File: config.mk
export PLATFORM = sky130hd
export DESIGN_NAME = scrambler_key_scheduler
export DESIGN_NICKNAME = d
export VERILOG_FILES = /design/src/rtl/scrambler_cfg_pkg.sv /design/src/rtl/bt656_frame_detect.sv /design/src/rtl/scrambler_key_scheduler.sv
export SDC_FILE = /design/constraint.sdc
export NUM_CORES = 1
export LEC_CHECK = 0
export ABC_AREA = 0
export CORE_MARGIN = 4
export CORE_UTILIZATION = 60
export DETAILED_ROUTE_END_ITERATION = 12
export PLACE_DENSITY = 0.95
export SLEW_MARGIN = 25
export SYNTH_ARGS = -nofsm -noshare
export SYNTH_HDL_FRONTEND = slang
export SYNTH_SLANG_ARGS = --single-unit
File: constraint.sdc
create_clock -name clk -period 5.1 [get_ports clk]
set_input_delay 0.51 -clock clk [delete_from_list [all_inputs] [get_ports clk]]
set_output_delay 0.51 -clock clk [all_outputs]
set_load 0.03 [all_outputs]
File: src/rtl/scrambler_cfg_pkg.sv
// Shared constants for the scrambler key scheduler: ROM layout, BT.656 timing
// reference words and the scheduler state encoding.
package scrambler_cfg_pkg;

  localparam int MODE_ADDR  = 0;
  localparam int COUNT_ADDR = 1;
  localparam int KEY_BASE   = 2;
  localparam int KEY_BYTES  = 32;

  localparam logic [9:0] PRE0 = 10'h3FF;
  localparam logic [9:0] PRE1 = 10'h000;
  localparam logic [9:0] PRE2 = 10'h000;
  localparam int XY_F_BIT = 8;

  typedef enum logic [2:0] {
    BOOT_MODE = 3'd0,
    BOOT_CNT  = 3'd1,
    LOAD      = 3'd2,
    ARM       = 3'd3,
    PREFETCH  = 3'd4,
    WAIT      = 3'd5
  } sched_state_e;

  // A zero count still means one usable key; anything above the slot count is capped.
  function automatic logic [7:0] clamp_key_count(input logic [7:0] n, input int max_keys);
    if (n == 8'd0) return 8'd1;
    if (int'(n) > max_keys) return 8'(max_keys);
    return n;
  endfunction

endpackage

File: src/rtl/bt656_frame_detect.sv
// Snoops a BT.656 stream for 3FF,000,000,XY preambles and strobes one cycle
// after an XY word that moves F from 1 to 0 (start of a new frame).
module bt656_frame_detect
  import scrambler_cfg_pkg::*;
(
  input  logic       clk,
  input  logic       reset_n,
  input  logic [9:0] stream,
  output logic       boundary
);

  logic [1:0] slot;
  logic       last_f;

  always_ff @(posedge clk or negedge reset_n) begin
    if (!reset_n) begin
      slot     <= 2'd0;
      last_f   <= 1'b0;
      boundary <= 1'b0;
    end else begin
      boundary <= 1'b0;
      case (slot)
        2'd0: slot <= (stream == PRE0) ? 2'd1 : 2'd0;
        2'd1: begin
          if (stream == PRE1)      slot <= 2'd2;
          else if (stream == PRE0) slot <= 2'd1;
          else                     slot <= 2'd0;
        end
        2'd2: begin
          // A fresh 3FF here is treated as the start of a new preamble.
          if (stream == PRE2)      slot <= 2'd3;
          else if (stream == PRE0) slot <= 2'd1;
          else                     slot <= 2'd0;
        end
        default: begin
          if (stream[9]) begin
            last_f   <= stream[XY_F_BIT];
            boundary <= last_f & ~stream[XY_F_BIT];
            slot     <= 2'd0;
          end else begin
            slot <= (stream == PRE0) ? 2'd1 : 2'd0;
          end
        end
      endcase
    end
  end

endmodule

File: src/rtl/scrambler_key_scheduler.sv
// Boots mode and keys from the config ROM, then rotates the scrambler seed on
// frame boundaries, prefetching the next key into a shadow register.
module scrambler_key_scheduler
  import scrambler_cfg_pkg::*;
#(
  parameter int ROM_ADDR_W     = 8,
  parameter int MAX_KEYS       = 4,
  parameter int FRAMES_PER_KEY = 16,
  parameter int RST_PULSE      = 4
) (
  input  logic                  clk,
  input  logic                  reset_n,
  input  logic [9:0]            bt656_stream_in,
  input  logic [7:0]            q,
  output logic [ROM_ADDR_W-1:0] address,
  output logic [255:0]          seed,
  output logic                  mode,
  output logic                  reset_n_scrambler,
  output logic [1:0]            key_index,
  output logic                  key_swap,
  output logic                  prefetch_miss,
  output sched_state_e          dbg_state
);

  localparam int FC_W = $clog2(FRAMES_PER_KEY + 1);
  localparam int RC_W = $clog2(RST_PULSE + 1);
  localparam logic [FC_W-1:0] FC_LAST = FC_W'(FRAMES_PER_KEY - 1);
  localparam logic [5:0]      LD_LAST = 6'(KEY_BYTES);

  sched_state_e    state;
  logic [5:0]      ld_cnt;
  logic [4:0]      ld_byte;
  logic            ld_done;
  logic [255:0]    shadow;
  logic            shadow_valid;
  logic [7:0]      n_keys;
  logic [1:0]      next_idx;
  logic [1:0]      after_next;
  logic [FC_W-1:0] frame_cnt;
  logic [RC_W-1:0] rst_cnt;
  logic            boundary;

  function automatic logic [1:0] succ(input logic [1:0] k, input logic [7:0] n);
    return (({6'd0, k} + 8'd1) >= n) ? 2'd0 : k + 2'd1;
  endfunction

  function automatic logic [ROM_ADDR_W-1:0] key_addr(input logic [1:0] k);
    return ROM_ADDR_W'(KEY_BASE + KEY_BYTES * int'(k));
  endfunction

  // Loader step 0 only presents the address; steps 1..32 capture bytes 0..31.
  assign ld_byte    = 5'(ld_cnt - 6'd1);
  assign ld_done    = (ld_cnt == LD_LAST);
  assign after_next = succ(next_idx, n_keys);
  assign dbg_state  = state;

  bt656_frame_detect u_detect (
    .clk      (clk),
    .reset_n  (reset_n),
    .stream   (bt656_stream_in),
    .boundary (boundary)
  );

  always_ff @(posedge clk or negedge reset_n) begin
    if (!reset_n) begin
      state             <= BOOT_MODE;
      address           <= ROM_ADDR_W'(MODE_ADDR);
      seed              <= '0;
      mode              <= 1'b0;
      reset_n_scrambler <= 1'b0;
      key_index         <= 2'd0;
      key_swap          <= 1'b0;
      prefetch_miss     <= 1'b0;
      ld_cnt            <= 6'd0;
      shadow            <= '0;
      shadow_valid      <= 1'b0;
      n_keys            <= 8'd1;
      next_idx          <= 2'd0;
      frame_cnt         <= '0;
      rst_cnt           <= '0;
    end else begin
      key_swap <= 1'b0;
      if (rst_cnt != '0) begin
        rst_cnt <= rst_cnt - RC_W'(1);
        if (rst_cnt == RC_W'(1)) reset_n_scrambler <= 1'b1;
      end

      case (state)
        BOOT_MODE: begin
          if (ld_cnt == 6'd0) begin
            address <= ROM_ADDR_W'(COUNT_ADDR);
            ld_cnt  <= 6'd1;
          end else begin
            mode  <= q[0];
            state <= BOOT_CNT;
          end
        end
        BOOT_CNT: begin
          n_keys  <= clamp_key_count(q, MAX_KEYS);
          address <= ROM_ADDR_W'(KEY_BASE);
          ld_cnt  <= 6'd0;
          state   <= LOAD;
        end
        LOAD, PREFETCH: begin
          if (ld_cnt != 6'd0) shadow[{ld_byte, 3'b000} +: 8] <= q;
          address <= address + ROM_ADDR_W'(1);
          ld_cnt  <= ld_cnt + 6'd1;
          if (ld_done) begin
            if (state == LOAD) begin
              state <= ARM;
            end else begin
              shadow_valid <= 1'b1;
              state        <= WAIT;
            end
          end
        end
        ARM: begin
          seed      <= shadow;
          key_index <= 2'd0;
          if (boundary) begin
            reset_n_scrambler <= 1'b1;
            frame_cnt         <= '0;
            next_idx          <= succ(2'd0, n_keys);
            address           <= key_addr(succ(2'd0, n_keys));
            ld_cnt            <= 6'd0;
            state             <= PREFETCH;
          end
        end
        default: ;
      endcase

      // Frames are counted during the prefetch too; the count parks at the
      // swap value until the shadow key is ready.
      if (boundary && (state == PREFETCH || state == WAIT)) begin
        if (frame_cnt != FC_LAST) begin
          frame_cnt <= frame_cnt + FC_W'(1);
        end else if (shadow_valid) begin
          seed              <= shadow;
          key_index         <= next_idx;
          key_swap          <= 1'b1;
          reset_n_scrambler <= 1'b0;
          rst_cnt           <= RC_W'(RST_PULSE);
          frame_cnt         <= '0;
          shadow_valid      <= 1'b0;
          next_idx          <= after_next;
          address           <= key_addr(after_next);
          ld_cnt            <= 6'd0;
          state             <= PREFETCH;
        end else begin
          prefetch_miss <= 1'b1;
        end
      end
    end
  end

endmodule

Word-level counts from Yosys, hierarchy flattened:

Index checks and enable logic that the tools add are counted.

* shift operators: 2
* bitwise gates (word level): 6
* $add $sub $neg: 10
* magnitude comparators: 3
* reduce and logical (&&, ||, !) cells: 15
* equality and inequality tests: 11
* muxes and demuxes: 77

Operators with widths (number)
* $mux W256: 4
* $bwmux W256: 1
* $shift A8 B10 Y256 const A: 1
* $shiftx A8 B10 Y256: 1
* $mux W8: 9
* $mux W3: 11
* $pmux W8 S4: 1
* $mux W6: 5
* $mux W2: 13
* $mux W1: 25
* $mux W5: 5
* $pmux W6 S4: 1
* $pmux W3 S4: 1
* $eq A10 B10 Y1 const B: 1
* $logic_not A10 Y1: 1
* $neg A8 Y10: 1
* $add A2 B7 Y8 const A: 1
* $add A8 B1 Y8 const B: 1
* $ge A1 B8 Y1 const A: 1
* $ge A3 B8 Y1: 1
* $gt A8 B3 Y1 const B: 1
* $logic_not A8 Y1: 1
* $add A2 B6 Y7 const A: 1
* $add A6 B1 Y6 const B: 1
* other kinds (26): 35

* bits of input ports: 20
* flip-flop bits (word level): 558
* output and inout port bits: 273
* word-level logic and storage cells: 142

Depth between registers and ports, before layout:

Gate-level depths: netlist of the first run.

* depth after elaboration: 8
* mapped depth: 12

Cells and area by module:

Synthesis of the first run repeated with hierarchy kept, for this count alone.

* cell total of the unflattened synthesis: 1543
* area total of the unflattened synthesis: 22666.7 um^2

By module, submodules not included
* scrambler_key_scheduler: instances 1, cells an instance 1525, area each 22461.5 um^2, seq. area each 13864.5 um^2
* bt656_frame_detect: instances 1, cells an instance 18, area each 205.2 um^2, seq. area each 100.1 um^2

Least setup slack after synthesis of the first run:

No wires, ideal clock.

* path type: register to register
* start point: reg ld_cnt[0]
* end point: reg shadow[100]
* path buffers: 4
* arrival: 3.095 ns
* setup time: 0.125 ns
* slack: 1.880 ns
* clock period less this slack: 3.220 ns
* stages on the path, launching flop included: 12
* path through: dfrtp_1 -> clkbuf_1 -> inv_1 -> ha_1 -> buf_6 -> nor2b_1 -> a311oi_4 -> o311a_1 -> buf_6 -> and4_4 -> buf_8 -> mux2_4

* cells in the longest elaborated chain, start to end: 4
* elaborated cells on any way between the ends: 7

RTL lines
* start: declaration: line scrambler_key_scheduler.sv:31 `logic [5:0] ld_cnt;`
* start signal: assignment: line scrambler_key_scheduler.sv:107 `ld_cnt <= ld_cnt + 6'd1;`
* $sub A5 B1 Y5: line scrambler_key_scheduler.sv:52 `assign ld_byte = 5'(ld_cnt - 6'd1);`
* $neg A8 Y10: line scrambler_key_scheduler.sv:105 `if (ld_cnt != 6'd0) shadow[{ld_byte, 3'b000} +: 8] <= q;`
* $shiftx A8 B10 Y256 / $shift A8 B10 Y256 (equally long branches): line scrambler_key_scheduler.sv:105
* $bwmux W256: line scrambler_key_scheduler.sv:105
* end signal: indexed assignment: line scrambler_key_scheduler.sv:105
* end: declaration: line scrambler_key_scheduler.sv:34 `logic [255:0] shadow;`

Parallel ways exist; a longest one is shown, timed or not.
A chain may end at the register's enable or synchronous reset.

Worst setup path after layout of the first run:

* start point: reg ld_cnt[0]
* end point: reg shadow[44]

Same word-level chain as after synthesis.

==> flow_summary.ini, run 1 <==
[setup_path]
worstPathArrival_ps = 4630
crit_start = ld_cnt[0]
crit_fanout = 17
end_kind = flop
slowest_delay_ps = 720
cpLargestDelayFamily = simple AND/OR/NAND/NOR gates
crit_chain = inv_1 > ha_1 > nand2_1 > o311ai_2 > xor2_4 > buf_4 > nor4_4 > mux2_2
crit_buf_inv = 2
crit_required_ps = 5570
cp-start-kind = flop
worst_path_max_delay_cell = dfrtp_1
reg2reg_from = ld_cnt[0]
rrSetupSlack_ps = 940
crit_type = flop to flop

[timing]
min_period_over_period_pct = 81.6
final_max_slew_viol_count = 0
hold_viol = 0
setup_viol = 0
post-route-min-period_ps = 4160
rsz0062_at_grt = no
fin_tns_setup_ps = 0
fmax_mhz = 240
hold_slack_ps = 464
fin_worst_skew_ps = 12.9
slew_headroom_pct = 30.8
tightest_slew_ps = 1030

[clock_network]
cts_buffers = 55
path_clk_slew_ps = 60
clk_latency_ps = 600
cts_tree = built
clockBufferDepth = 3
cts_root_buffer = clkbuf_16
cts_resized = 0
cts.htree.levels = 2
cts.sinks = 558

[power]
pwr-share-comb_pct = 8.3
switching_share_pct = 23.1
leakagePower_nw = 12.1
ir_drop_v = 0.000291
p_int_w = 0.00743
power.density_nw_per_um2 = 342
clockPowerShare_pct = 42.4
switching_power_w = 0.00224
seqPwrFrac_pct = 49.3

[drt]
routed_wl_microns = 57800
wire_per_inst_microns = 24.0
wl_met1_microns = 23500
drc = 0
num_vias = 14300
wl_met2_microns = 29100
drt_iter0_drc = 1065
avgViaCountPerCell = 5.93
drt-pass1-iter-count = 5
final_antenna_net_count = 0
wl_met3_microns = 3650
routed.top_layer = met4

[cells_and_area]
finish.net_count = 1893
final_common_cell = dfrtp_1
drive_above_1_share_pct = 34.4
fillers = 2214
syn_to_final_growth_pct = 23.3
final_cell_mix = dfrtp_1, mux2_2, clkdlybuf4s50_1

[die]
coreArea_sq_um = 37700
die_area_sq_um = 41400
start_util_pct = 60.9
dieHeight_microns = 204
ios = 293
die_width_microns = 204
rows = 71

[min_path]
hold_path_class = flop to flop
min-delay-start = shadow[6]

[yosys]
netlist_instances = 1573
syn_area_sq_um = 22900
synth.distinct_cells = 62
synth_edf_count = 0
avgSynthCellArea_sq_um = 14.6
async_flop_share_pct = 100
yosysSeqAreaShare_pct = 60.9
ys_warn_count = 0
syn_nets = 1608
synth_ff_type = dfrtp_1
ys_ff_latch = 558

[outcome]
status = finished clean

[run]
drv_cap = 0

[grt]
grt_usage_pct = 28.0
grt_pass1_wl_microns = 90100
first_global_vias = 15500
antenna_found_initial = 0
grt_max_degree = 162
overflow = 0

[placement]
hpwl_microns = 36900
io_buffer_count = 292
gp_congestion = 0.850
-- cell type report --
| class | instances | area (sq um) | share of cell area (%) |
|---|---|---|---|
| Antenna cell | 1 | 2.50 | 0.00885 |
| Clock buffer | 83 | 1640 | 5.81 |
| Inverter | 28 | 105 | 0.372 |
| Timing Repair Buffer | 318 | 3200 | 11.3 |
| Tap cell | 511 | 639 | 2.26 |
| Clock inverter | 11 | 183 | 0.646 |
| Sequential cell | 558 | 14000 | 49.4 |
| Multi-Input combinational cell | 897 | 8530 | 30.2 |
-- cell usage after synthesis, types with 14 or more instances --
master | count | share of area, %
nor2_1 | 41 | 0.67
nor2b_1 | 14 | 0.38
inv_1 | 28 | 0.46
and3_1 | 63 | 1.7
clkbuf_1 | 43 | 0.70
o21ai_0 | 28 | 0.61
buf_2 | 31 | 0.68
mux2_2 | 487 | 24
mux2i_1 | 16 | 0.70
nand3_1 | 16 | 0.35
dfrtp_1 | 557 | 61
and2_1 | 44 | 1.2
a21oi_1 | 27 | 0.59
nand2_1 | 35 | 0.57
ha_1 | 15 | 0.82
-- power by group through the flow --
stage | clock (W) | combinational [W] | sequential, W
after global placement | 0 | 0.000778 | 0.00483
after global routing | 0.00433 | 0.000850 | 0.00479
final | 0.00410 | 0.000802 | 0.00477
after CTS | 0.00415 | 0.000813 | 0.00477
after detailed placement | 0 | 0.000804 | 0.00484
after floorplan | 0 | 0.000195 | 0.00501
-- registers in the layout, summed over array words and instances (netlist names) --
register / count
seed: 256
shadow: 256
address: 8
n_keys: 8
ld_cnt: 6
frame_cnt: 5
dbg_state: 3
rst_cnt: 3
key_index: 2
next_idx: 2
u_detect.slot: 2
key_swap: 1
mode: 1
prefetch_miss: 1
reset_n_scrambler: 1
shadow_valid: 1
u_detect.boundary: 1
u_detect.last_f: 1
-- per-stage QoR --
| stage | worst slack, ps | utilization, % | power [W] | area, sq um | cells |
|---|---|---|---|---|---|
| finish | 940 | 75.1 | 0.00967 | 28300 | 2407 |
| global route | 657 | 75.1 | 0.00997 | 28300 | 2406 |
| CTS | 1110 | 75.0 | 0.00973 | 28200 | 2406 |
| detailed placement | 1120 | 70.1 | 0.00565 | 26400 | 2311 |
| global placement | 1220 | 70.1 | 0.00561 | 26400 | 2311 |
| floorplan | 1880 | - | 0.00520 | 22900 | 1573 |
-- worst paths after layout --
kind / endpoint / cells after the start
worst min register to register: shadow[6] / 2
worst max-delay path: shadow[44] / 8
worst min-delay path: shadow[6] / 2
max in group asynchronous: seed[119] / 3
worst max register to register: shadow[44] / 8
min in group asynchronous: shadow[101] / 2
-- cell families after synthesis --
group,after synthesis,synth area share (%)
AOI/OAI and AO/OA,79,2.18
xor gates and xnor gates,10,0.480
adders and majority gates,15,0.818
buffers and inverters,118,2.43
DFF,558,60.9
muxes,512,25.2
and+or+nand+nor,281,8.03
-- worst register-to-register path, stage by stage (launching register included) --
cell,delay (ps)
dfrtp_1,720
inv_1,210
ha_1,570
nand2_1,210
o311ai_2,530
xor2_4,340
buf_4,320
nor4_4,700
mux2_2,430
-- metal layers --
layer,up-vias,track usage (%)
met5,-,0
li1,6103,-
met1,7490,37.1
met2,575,46.7
met3,114,5.49
met4,0,10.0
-- repair_timing --
item,in CTS,in global routing
hold endpoints to repair,68,0
setup buffers,0,0
hold buffers,1,0
setup endpoints to repair,0,0
Power figures use the tool's default switching activity.
==> run 2: changes to the inputs <==
--- a/config.mk
+++ b/config.mk
@@ -7,9 +7,9 @@
 export LEC_CHECK = 0
 export ABC_AREA = 0
 export CORE_MARGIN = 4
-export CORE_UTILIZATION = 60
+export CORE_UTILIZATION = 50
 export DETAILED_ROUTE_END_ITERATION = 12
-export PLACE_DENSITY = 0.95
+export PLACE_DENSITY = 0.88
 export SLEW_MARGIN = 25
 export SYNTH_ARGS = -nofsm -noshare
 export SYNTH_HDL_FRONTEND = slang
==> constraint.sdc (replaced) <==
create_clock -name clk -period 3.4 [get_ports clk]
set_input_delay 0.34 -clock clk [delete_from_list [all_inputs] [get_ports clk]]
set_output_delay 0.34 -clock clk [all_outputs]
set_load 0.03 [all_outputs]
==> flow_summary.ini, run 2 (same netlist as run 1, synthesis figures left out) <==
[outcome]
status = finished clean

[placement]
io_buffer_count = 292
gp_congestion = 0.824
dp_slack_ps = 139
place_inst = 2425
hpwl_microns = 38700

[cells_and_area]
fillers = 3179
finish.net_count = 1920
fin_cells = 2532
top_regs = seed: 256 flops, shadow: 256 flops
multi_input_area_sq_um = 8520
final_cell_mix = dfrtp_1, mux2_2, clkdlybuf4s50_1
final_common_cell = dfrtp_1
syn_to_final_growth_pct = 25.0
seq_area_sq_um = 14000
drive_above_1_share_pct = 35.7

[grt]
antenna_found_initial = 1
grt_max_degree = 104
met3_usage_pct = 4.98
first_global_vias = 15200
overflow = 0
grt_busiest_layer = met2
use_met2_pct = 38.1
grt_util_met1_pct = 30.5
grt_usage_pct = 22.9
grt_pass1_wl_microns = 89100

[drt]
avgViaCountPerCell = 5.53
drt_iter0_drc = 842
num_vias = 14000
drc = 0
final_antenna_net_count = 0
wire_per_inst_microns = 22.6
drt-pass1-iter-count = 5
routed_wl_microns = 57300

[clock_network]
cts.htree.levels = 2
path_clk_slew_ps = 60
cts_buffers = 56
clockBufferDepth = 3
clk_latency_ps = 590
cts_tree = built
cts_root_buffer = clkbuf_16
cts.sinks = 558

[die]
rows = 78
ios = 293
die_area_sq_um = 49400
dieHeight_microns = 222
die_width_microns = 222
start_util_pct = 50.5
coreArea_sq_um = 45400

[timing]
fmax_mhz = 313
final_max_slew_viol_count = 0
min_period_over_period_pct = 94.1
layout_setup_ws_ps = 202
hold_viol = 0
slew_headroom_pct = 40.7
fin_tns_setup_ps = 0
tightest_slew_ps = 890
setup_viol = 0
rsz0062_at_grt = no
post-route-min-period_ps = 3200
fin_worst_skew_ps = 9.58

[setup_path]
crit_required_ps = 3870
crit_fanout = 12
reg2reg_from = ld_cnt[1]
crit_type = flop to flop
worstPathArrival_ps = 3670
crit_start = ld_cnt[1]
end_kind = flop
cp-start-kind = flop

[run]
drv_cap = 0

[power]
ir_drop_v = 0.000392
power.density_nw_per_um2 = 508
leakagePower_nw = 12.2

[min_path]
hold_path_class = primary input to flop
min-delay-start = q[7]
run 2: cell types whose count changed in the layout (fill, tap and decap cells not counted), sizes merged:
cell	change
clkbuf	+2
inv	+1
clkinv	+4
buf	+29
clkinvlp	+4
bufinv	-2
diode	+1
clkdlybuf4s50	-3
run 2: layer usage:
metal  share of wire [%]  vias to the layer above
li1                    -                     6192
met1                  42                     7341
met2                  50                      375
met3                 5.3                       97
met4                 2.9                        0
met5                   0                        -
run 2: per-stage QoR:
| step | hold WS [ps] | power (W) | util [%] | area, sq um |
|---|---|---|---|---|
| 2_1_floorplan | 44.4 | 0.00780 | - | 22900 |
| 3_3_place_gp | 455 | 0.00843 | 58.9 | 26700 |
| 3_5_place_dp | 457 | 0.00849 | 58.9 | 26700 |
| 4_1_cts | 326 | 0.0147 | 63.1 | 28600 |
| 5_1_grt | 324 | 0.0151 | 63.2 | 28700 |
| 6_report | 345 | 0.0146 | 63.2 | 28700 |
run 2: report_power, final:
part           switching, W  internal, W  leakage [nW]  total (W)
Sequential         0.000196      0.00695          6.56    0.00715
Combinational      0.000687     0.000521          4.75    0.00121
Clock               0.00255      0.00365         0.915    0.00620
Total               0.00343       0.0111          12.2     0.0146
run 2: area by class of cell:
| type | count | area share [%] |
|---|---|---|
| clock buffers | 85 | 5.90 |
| multi-input cells | 897 | 29.7 |
| well taps | 600 | 2.62 |
| flip-flops and latches | 558 | 48.7 |
| inverters | 28 | 0.367 |
| repair buffers | 344 | 12.0 |
| diodes | 2 | 0.0175 |
| clock inverters | 18 | 0.646 |
run 2: worst paths after layout:
check	end	slack, ps	cells after the start
max	shadow[40]	200	9
min	shadow[7]	350	3
max reg2reg	shadow[40]	200	9
min reg2reg	shadow[6]	460	2
max in group asynchronous	shadow[132]	1950	3
min in group asynchronous	shadow[100]	400	2
run 2: what timing repair did:
item                                    in CTS  in global routing
setup buffers                                0                  1
endpoints found under the setup margin       0                 62
resized for setup                            0                  3
hold buffers                                 1                  0
hold endpoints to repair                    92                  0
run 2: critical path: stages (launching register included):
cell      delay [ps]
dfrtp_1          490
inv_1            150
ha_1             350
nand2b_1         230
o41ai_1          220
o21ai_0          200
xnor2_2          190
buf_4            220
nor4_4           600
mux2_2           420
